**config.mk**
```make
export PLATFORM = sky130hd
export DESIGN_NAME = vga_timing_gen
export DESIGN_NICKNAME = d
export VERILOG_FILES = /design/src/rtl/vga_timing_pkg.sv /design/src/rtl/pixel_ce_div.sv /design/src/rtl/vga_timing_gen.sv
export SDC_FILE = /design/constraint.sdc
export NUM_CORES = 1
export LEC_CHECK = 0
export ABC_AREA = 1
export BUFFER_PORTS_ARGS = -buffer_cell sky130_fd_sc_hd__buf_2
export CORE_ASPECT_RATIO = 0.5
export CORE_MARGIN = 4
export CORE_UTILIZATION = 56
export DETAILED_ROUTE_END_ITERATION = 16
export GPL_TIMING_DRIVEN = 0
export PLACE_DENSITY = 0.78
export SYNTH_ARGS = -nofsm -noshare
export SYNTH_HDL_FRONTEND = slang
export SYNTH_SLANG_ARGS = --single-unit
export TNS_END_PERCENT = 20
```
**constraint.sdc**
```tcl
create_clock -name clk_in -period 1.85 [get_ports clk_in]
set_input_delay 0.0925 -clock clk_in [delete_from_list [all_inputs] [get_ports clk_in]]
set_output_delay 0.0925 -clock clk_in [all_outputs]
set_load 0.02 [all_outputs]
```
**src/rtl/vga_timing_pkg.sv**
```systemverilog
// rtl/vga_timing_pkg.sv - shared 640x480 raster timing, grid geometry and colour constants
// Contents:
//   default horizontal/vertical timing and derived totals
//   grid geometry shared with the colour driver (8x8 cells of 80x60 pixels)
//   12-bit RGB colour constants
//   in_window() helper for inclusive range decode
package vga_timing_pkg;

    localparam int H_ACTIVE_DEF = 640;
    localparam int H_FP_DEF     = 16;
    localparam int H_SYNC_DEF   = 96;
    localparam int H_BP_DEF     = 48;
    localparam int V_ACTIVE_DEF = 480;
    localparam int V_FP_DEF     = 10;
    localparam int V_SYNC_DEF   = 2;
    localparam int V_BP_DEF     = 33;

    localparam int H_TOTAL_DEF  = H_ACTIVE_DEF + H_FP_DEF + H_SYNC_DEF + H_BP_DEF;
    localparam int V_TOTAL_DEF  = V_ACTIVE_DEF + V_FP_DEF + V_SYNC_DEF + V_BP_DEF;

    localparam int CELL_W       = 80;
    localparam int CELL_H       = 60;
    localparam int GRID_COLS    = 8;
    localparam int GRID_ROWS    = 8;

    typedef logic [11:0] rgb12_t;

    localparam rgb12_t COLOR_BLACK  = 12'h000;
    localparam rgb12_t COLOR_WATER  = 12'h04F;
    localparam rgb12_t COLOR_SHIP   = 12'h888;
    localparam rgb12_t COLOR_HIT    = 12'hF00;
    localparam rgb12_t COLOR_MISS   = 12'hFFF;
    localparam rgb12_t COLOR_GRID   = 12'h0F0;
    localparam rgb12_t COLOR_CURSOR = 12'hFF0;

    function automatic logic in_window(input int v, input int lo, input int hi);
        return (v >= lo) && (v <= hi);
    endfunction

endpackage

```
**src/rtl/pixel_ce_div.sv**
```systemverilog
// rtl/pixel_ce_div.sv - clock-enable divider producing one tick every CLK_DIV clk_in cycles
// Ports:
//   clk_in  - system clock
//   rst_in  - synchronous active-high reset, clears the divider count
//   tick    - high on the last cycle of each CLK_DIV-cycle pixel period
module pixel_ce_div #(
    parameter int CLK_DIV = 4
) (
    input  logic clk_in,
    input  logic rst_in,
    output logic tick
);

    localparam int            DIV_W = (CLK_DIV > 1) ? $clog2(CLK_DIV) : 1;
    localparam logic [DIV_W-1:0] LAST = DIV_W'(CLK_DIV - 1);

    logic [DIV_W-1:0] div_cnt_q;
    logic [DIV_W-1:0] div_cnt_d;

    // With CLK_DIV = 1 the count is pinned at 0 == LAST, so tick stays high.
    assign tick = (div_cnt_q == LAST);

    always_comb begin
        div_cnt_d = div_cnt_q + 1'b1;
        if (tick) begin
            div_cnt_d = '0;
        end
    end

    always_ff @(posedge clk_in) begin
        if (rst_in) begin
            div_cnt_q <= '0;
        end else begin
            div_cnt_q <= div_cnt_d;
        end
    end

endmodule

```
**src/rtl/vga_timing_gen.sv**
```systemverilog
// rtl/vga_timing_gen.sv - VGA sync/position generator with registered, mutually aligned outputs
// Ports:
//   clk_in       - system clock; pixel rate is clk_in / CLK_DIV via clock enable
//   rst_in       - synchronous active-high reset
//   hsync_out    - horizontal sync, SYNC_ACTIVE level inside the sync window
//   vsync_out    - vertical sync, SYNC_ACTIVE level inside the sync window
//   current_row  - raw horizontal counter (x), includes blanking values
//   current_line - raw vertical counter (y), includes blanking values
//   enable       - high only inside the visible area
//   pixel_tick   - one-cycle pulse per pixel period
//   frame_start  - one-cycle pulse on the first output cycle of (0,0) after a frame wrap
module vga_timing_gen
    import vga_timing_pkg::*;
#(
    parameter int CLK_DIV     = 4,
    parameter int H_ACTIVE    = H_ACTIVE_DEF,
    parameter int H_FP        = H_FP_DEF,
    parameter int H_SYNC      = H_SYNC_DEF,
    parameter int H_BP        = H_BP_DEF,
    parameter int V_ACTIVE    = V_ACTIVE_DEF,
    parameter int V_FP        = V_FP_DEF,
    parameter int V_SYNC      = V_SYNC_DEF,
    parameter int V_BP        = V_BP_DEF,
    parameter bit SYNC_ACTIVE = 1'b0
) (
    input  logic       clk_in,
    input  logic       rst_in,
    output logic       hsync_out,
    output logic       vsync_out,
    output logic [9:0] current_row,
    output logic [9:0] current_line,
    output logic       enable,
    output logic       pixel_tick,
    output logic       frame_start
);

    localparam int H_TOTAL = H_ACTIVE + H_FP + H_SYNC + H_BP;
    localparam int V_TOTAL = V_ACTIVE + V_FP + V_SYNC + V_BP;

    logic       tick;
    logic [9:0] h_cnt_q, h_cnt_d;
    logic [9:0] v_cnt_q, v_cnt_d;
    logic       h_last, v_last;
    logic       hsync_act, vsync_act, enable_act;
    logic       wrap_q;

    logic       hsync_q, vsync_q, enable_q, pixel_tick_q, frame_start_q;
    logic [9:0] row_q, line_q;

    pixel_ce_div #(
        .CLK_DIV(CLK_DIV)
    ) u_div (
        .clk_in(clk_in),
        .rst_in(rst_in),
        .tick  (tick)
    );

    assign h_last = (h_cnt_q == 10'(H_TOTAL - 1));
    assign v_last = (v_cnt_q == 10'(V_TOTAL - 1));

    always_comb begin
        h_cnt_d = h_cnt_q;
        v_cnt_d = v_cnt_q;
        if (tick) begin
            if (h_last) begin
                h_cnt_d = '0;
                v_cnt_d = v_last ? 10'd0 : v_cnt_q + 10'd1;
            end else begin
                h_cnt_d = h_cnt_q + 10'd1;
            end
        end
    end

    assign hsync_act  = in_window(int'(h_cnt_q), H_ACTIVE + H_FP, H_ACTIVE + H_FP + H_SYNC - 1);
    assign vsync_act  = in_window(int'(v_cnt_q), V_ACTIVE + V_FP, V_ACTIVE + V_FP + V_SYNC - 1);
    assign enable_act = (int'(h_cnt_q) < H_ACTIVE) && (int'(v_cnt_q) < V_ACTIVE);

    // Outputs register the current counter state, so they trail the counters by
    // one clk_in. The wrap flag adds the matching stage so frame_start lands on
    // the first cycle the outputs show (0,0), never on reset exit.
    always_ff @(posedge clk_in) begin
        if (rst_in) begin
            h_cnt_q       <= '0;
            v_cnt_q       <= '0;
            wrap_q        <= 1'b0;
            hsync_q       <= ~SYNC_ACTIVE;
            vsync_q       <= ~SYNC_ACTIVE;
            enable_q      <= 1'b0;
            row_q         <= '0;
            line_q        <= '0;
            pixel_tick_q  <= 1'b0;
            frame_start_q <= 1'b0;
        end else begin
            h_cnt_q       <= h_cnt_d;
            v_cnt_q       <= v_cnt_d;
            wrap_q        <= tick && h_last && v_last;
            hsync_q       <= hsync_act ? SYNC_ACTIVE : ~SYNC_ACTIVE;
            vsync_q       <= vsync_act ? SYNC_ACTIVE : ~SYNC_ACTIVE;
            enable_q      <= enable_act;
            row_q         <= h_cnt_q;
            line_q        <= v_cnt_q;
            pixel_tick_q  <= tick;
            frame_start_q <= wrap_q;
        end
    end

    assign hsync_out    = hsync_q;
    assign vsync_out    = vsync_q;
    assign current_row  = row_q;
    assign current_line = line_q;
    assign enable       = enable_q;
    assign pixel_tick   = pixel_tick_q;
    assign frame_start  = frame_start_q;

endmodule
```
==> impl_metrics.csv <==
group,metric,value,unit
status,status,"complete, no violations",
die,start_util,0.612,
setup_path,end_kind,"flop",
setup_path,cp_max_fo,4,
clock_tree,cts-root-buf,"clkbuf_8",
setup_path,r2r_start,"h_cnt_q[1]",
setup_path,worstSetupStartpointType,"flop",
final_layout,insertedDiodeCount,0,
grt,grt_max_degree,15,
place,dp_cells,319,
setup_path,crit_chain,"ha_1 > nand2_1 > nor2_2 > nand3_2 > nor2_2 > nand2_1 > nor2_1 > nor2_1",
clock_tree,clock_sinks,48,
clock_tree,numCtsBuffers,5,
synthesis,syn_inst,253,
die,fp.dieH,49.5,µm
setup_path,critPathKind,"flop to flop",
synthesis,synth_top_area_share,0.498,
worst_hold_path,hold_path_class,"primary input to flop",
sta,worst_pin_slew,492,ps
clock_tree,clk_pin_slew_worst_paths,80,ps
clock_tree,postCtsSetupRepairBufs,0,
sta,final_hold_viol_count,0,
synthesis,netlist_top_cells_area,"dfxtp_1, nor2_1, nand2_1",
sta,slew-limit-headroom,0.672,
clock_tree,htree_levels,2,
setup_path,rr_endpoint,"v_cnt_q[9]",
setup_path,crit_end,"v_cnt_q[9]",
sta,max_clock_freq,0.666,GHz
synthesis,async_reset_ff_frac,0,
setup_path,regToRegSetupSlack,350,ps
pwr,swShare,0.199,
place,portBuffers,26,
setup_path,crit_cells,8,
die,rows,14,
setup_path,setup.worst_path.start,"h_cnt_q[1]",
sta,min_period_over_period,0.811,
setup_path,required,2050,ps
final_layout,syn_to_final_growth,15.9,%
sta,fin_skew,6.05,ps
final_layout,multi_input_area,813,µm²
pwr,p_comb_frac,0.028,
place,place_congestion,0.851,
clock_tree,clk_latency,300,ps
final_layout,drive_above_1_share,0.185,
setup_path,cp_top_family,"simple AND/OR/NAND/NOR gates",
grt,grt_pass1_wl,7.09,mm
synthesis,netlist_area,1930,µm²
final_layout,final-instance-count-excl-fill,327,
synthesis,yosysTopAreaCell,"dfxtp_1",
synthesis,ys_warn_count,0,
synthesis,ys.flop_type,"dfxtp_1",
clock_tree,clk_path_buf_depth,2,
sta,slew_viol_final,0,
setup_path,cp_num_buf_inv,0,
synthesis,synthTopCellsByCount,"nor2_1, dfxtp_1, nand2_1",
run,max_cap_viol_count,0,
sta,setup-tns-final,0,ps
setup_path,cp_slowest_stage_delay,360,ps
sta,finalSetupViolCount,0,
routing,antenna_left,0,
routing,first_pass_iters,4,
routing,vias,1653,
synthesis,synth_edf_count,0,
setup_path,cp.arrival,1700,ps
pwr,clockPowerShare,0.426,
setup_path,critPathSlowestCell,"dfxtp_1",
clock_tree,cts_tree,"done",
grt,grt_pass1_vias,1607,
die,core-area,3150,µm²
final_layout,seq_area,961,µm²
sta,rsz0062_at_grt,"no",
routing,drcViolationCount,0,
clock_tree,cts-resized-gates,0,
synthesis,synth.most_common_cell,"nor2_1",
pwr,p_int,1.53,mW
die,die_w,91.0,µm
synthesis,ys_ff_latch,48,
pwr,seq_power_share,0.546,
grt,grt_use_total,0.196,
grt,grt-ovfl-total,0,
synthesis,yosysSeqAreaShare,0.498,
grt,antenna_found_initial,0,
routing,first_iter_violations,99,
synthesis,synth.avg_cell_area,7.63,µm²
pwr,switching_power,0.382,mW
final_layout,fill_cells,254,
clock_tree,cts_hold_buf,0,
worst_hold_path,hold_depth,2,
pwr,p_leak,1.00,nW
setup_path,rr_worst_depth,8,
die,die-area,4510,µm²
synthesis,synth_cell_type_count,23,
routing,routed_wl,3.95,mm
pwr,irDropWorstVdd,0.000455,V
pwr,power_density,856,nW/µm²
routing,avgViaCountPerCell,5.06,
final_layout,finalNetCount,294,
die,ios,27,
sta,fin_crit,1500,ps
place,dp_hpwl,2.98,mm
synthesis,syn_nets,261,
routing,wl_per_cell,12.1,µm
## worst reg2reg max path, delay by kind of cell (launching register included)
family / cells / cell delay, ps
simple gates: 7 / 840
flops: 1 / 360
fa+ha+maj: 1 / 200
## through the flow
step | util | hold slack (ps) | total power, mW | area, µm² | setup slack [ps]
2_1_floorplan | - | 188 | 1.11 | 1930 | 591
3_3_place_gp | 0.669 | 308 | 1.12 | 2110 | 412
3_5_place_dp | 0.669 | 328 | 1.12 | 2110 | 388
4_1_cts | 0.710 | 6.89 | 1.93 | 2240 | 356
5_1_grt | 0.710 | 15.3 | 2.00 | 2240 | 149
6_report | 0.710 | 9.77 | 1.92 | 2240 | 349
## cells by family (layout without fill, tap and decap cells)
kind of cell / Yosys count / in the layout / share of synthesized area
buffers and inverters: 41 / 75 / 0.0810
adders and majority gates: 6 / 6 / 0.0389
AOI/OAI and AO/OA: 16 / 16 / 0.0467
and+or+nand+nor: 139 / 139 / 0.322
xor gates and xnor gates: 3 / 3 / 0.0136
DFF: 48 / 48 / 0.498
## final cells by class
cell class / count / share of cell area
Sequential cell: 48 / 0.430
Multi-Input combinational cell: 164 / 0.364
Inverter: 38 / 0.0643
Timing Repair Buffer: 26 / 0.0582
Clock buffer: 7 / 0.0431
Tap cell: 40 / 0.0224
Clock inverter: 1 / 0.0134
Buffer: 3 / 0.00559
## power groups by stage
| stage | logic, mW | clock network [mW] | registers (mW) |
|---|---|---|---|
| global placement | 0.0516 | 0 | 1.07 |
| detailed placement | 0.0529 | 0 | 1.07 |
| floorplan | 0.0338 | 0 | 1.07 |
| finish | 0.0531 | 0.816 | 1.05 |
| CTS | 0.0534 | 0.830 | 1.05 |
| global route | 0.0609 | 0.888 | 1.05 |
## placed cells by master (no fill, tap or decap)
| cell | count |
|---|---|
| nor2_1 | 56 |
| dfxtp_1 | 48 |
| nand2_1 | 41 |
| inv_1 | 35 |
| buf_2 | 27 |
| nand3_1 | 14 |
| nor2_2 | 8 |
| nor3_1 | 8 |
| a21oi_1 | 7 |
| clkbuf_8 | 7 |
| ha_1 | 6 |
| nand4_1 | 5 |
| nand2_2 | 3 |
| xor2_1 | 3 |
| o21ai_0 | 3 |
| o21ai_1 | 3 |
| buf_1 | 2 |
| inv_2 | 2 |
| nand3_2 | 2 |
| o2111ai_1 | 2 |
| nand3_4 | 1 |
| o211ai_1 | 1 |
| clkinv_2 | 1 |
| nor3_2 | 1 |
| bufinv_16 | 1 |
## state kept, by name, summed over array words and instances (netlist names)
name             flops
current_line        10
current_row         10
h_cnt_q             10
v_cnt_q             10
u_div.div_cnt_q      2
enable               1
frame_start          1
hsync_out            1
pixel_tick           1
vsync_out            1
wrap_q               1
## how the worst min path moves through the flow
stage	from	endpoint	slack, ps
final	rst_in	pixel_tick	10
after global routing	rst_in	pixel_tick	20
after CTS	rst_in	pixel_tick	7
after detailed placement	rst_in	pixel_tick	330
after global placement	rst_in	pixel_tick	310
after floorplan	rst_in	pixel_tick	190
## layer usage
| layer | part of all wire | global-route usage |
|---|---|---|
| met4 | 0.013 | 0.0625 |
| met2 | 0.47 | 0.345 |
| met3 | 0.073 | 0.0502 |
| met5 | 0 | 0 |
| met1 | 0.44 | 0.237 |
No activity file was read; power rests on OpenSTA's default activity.
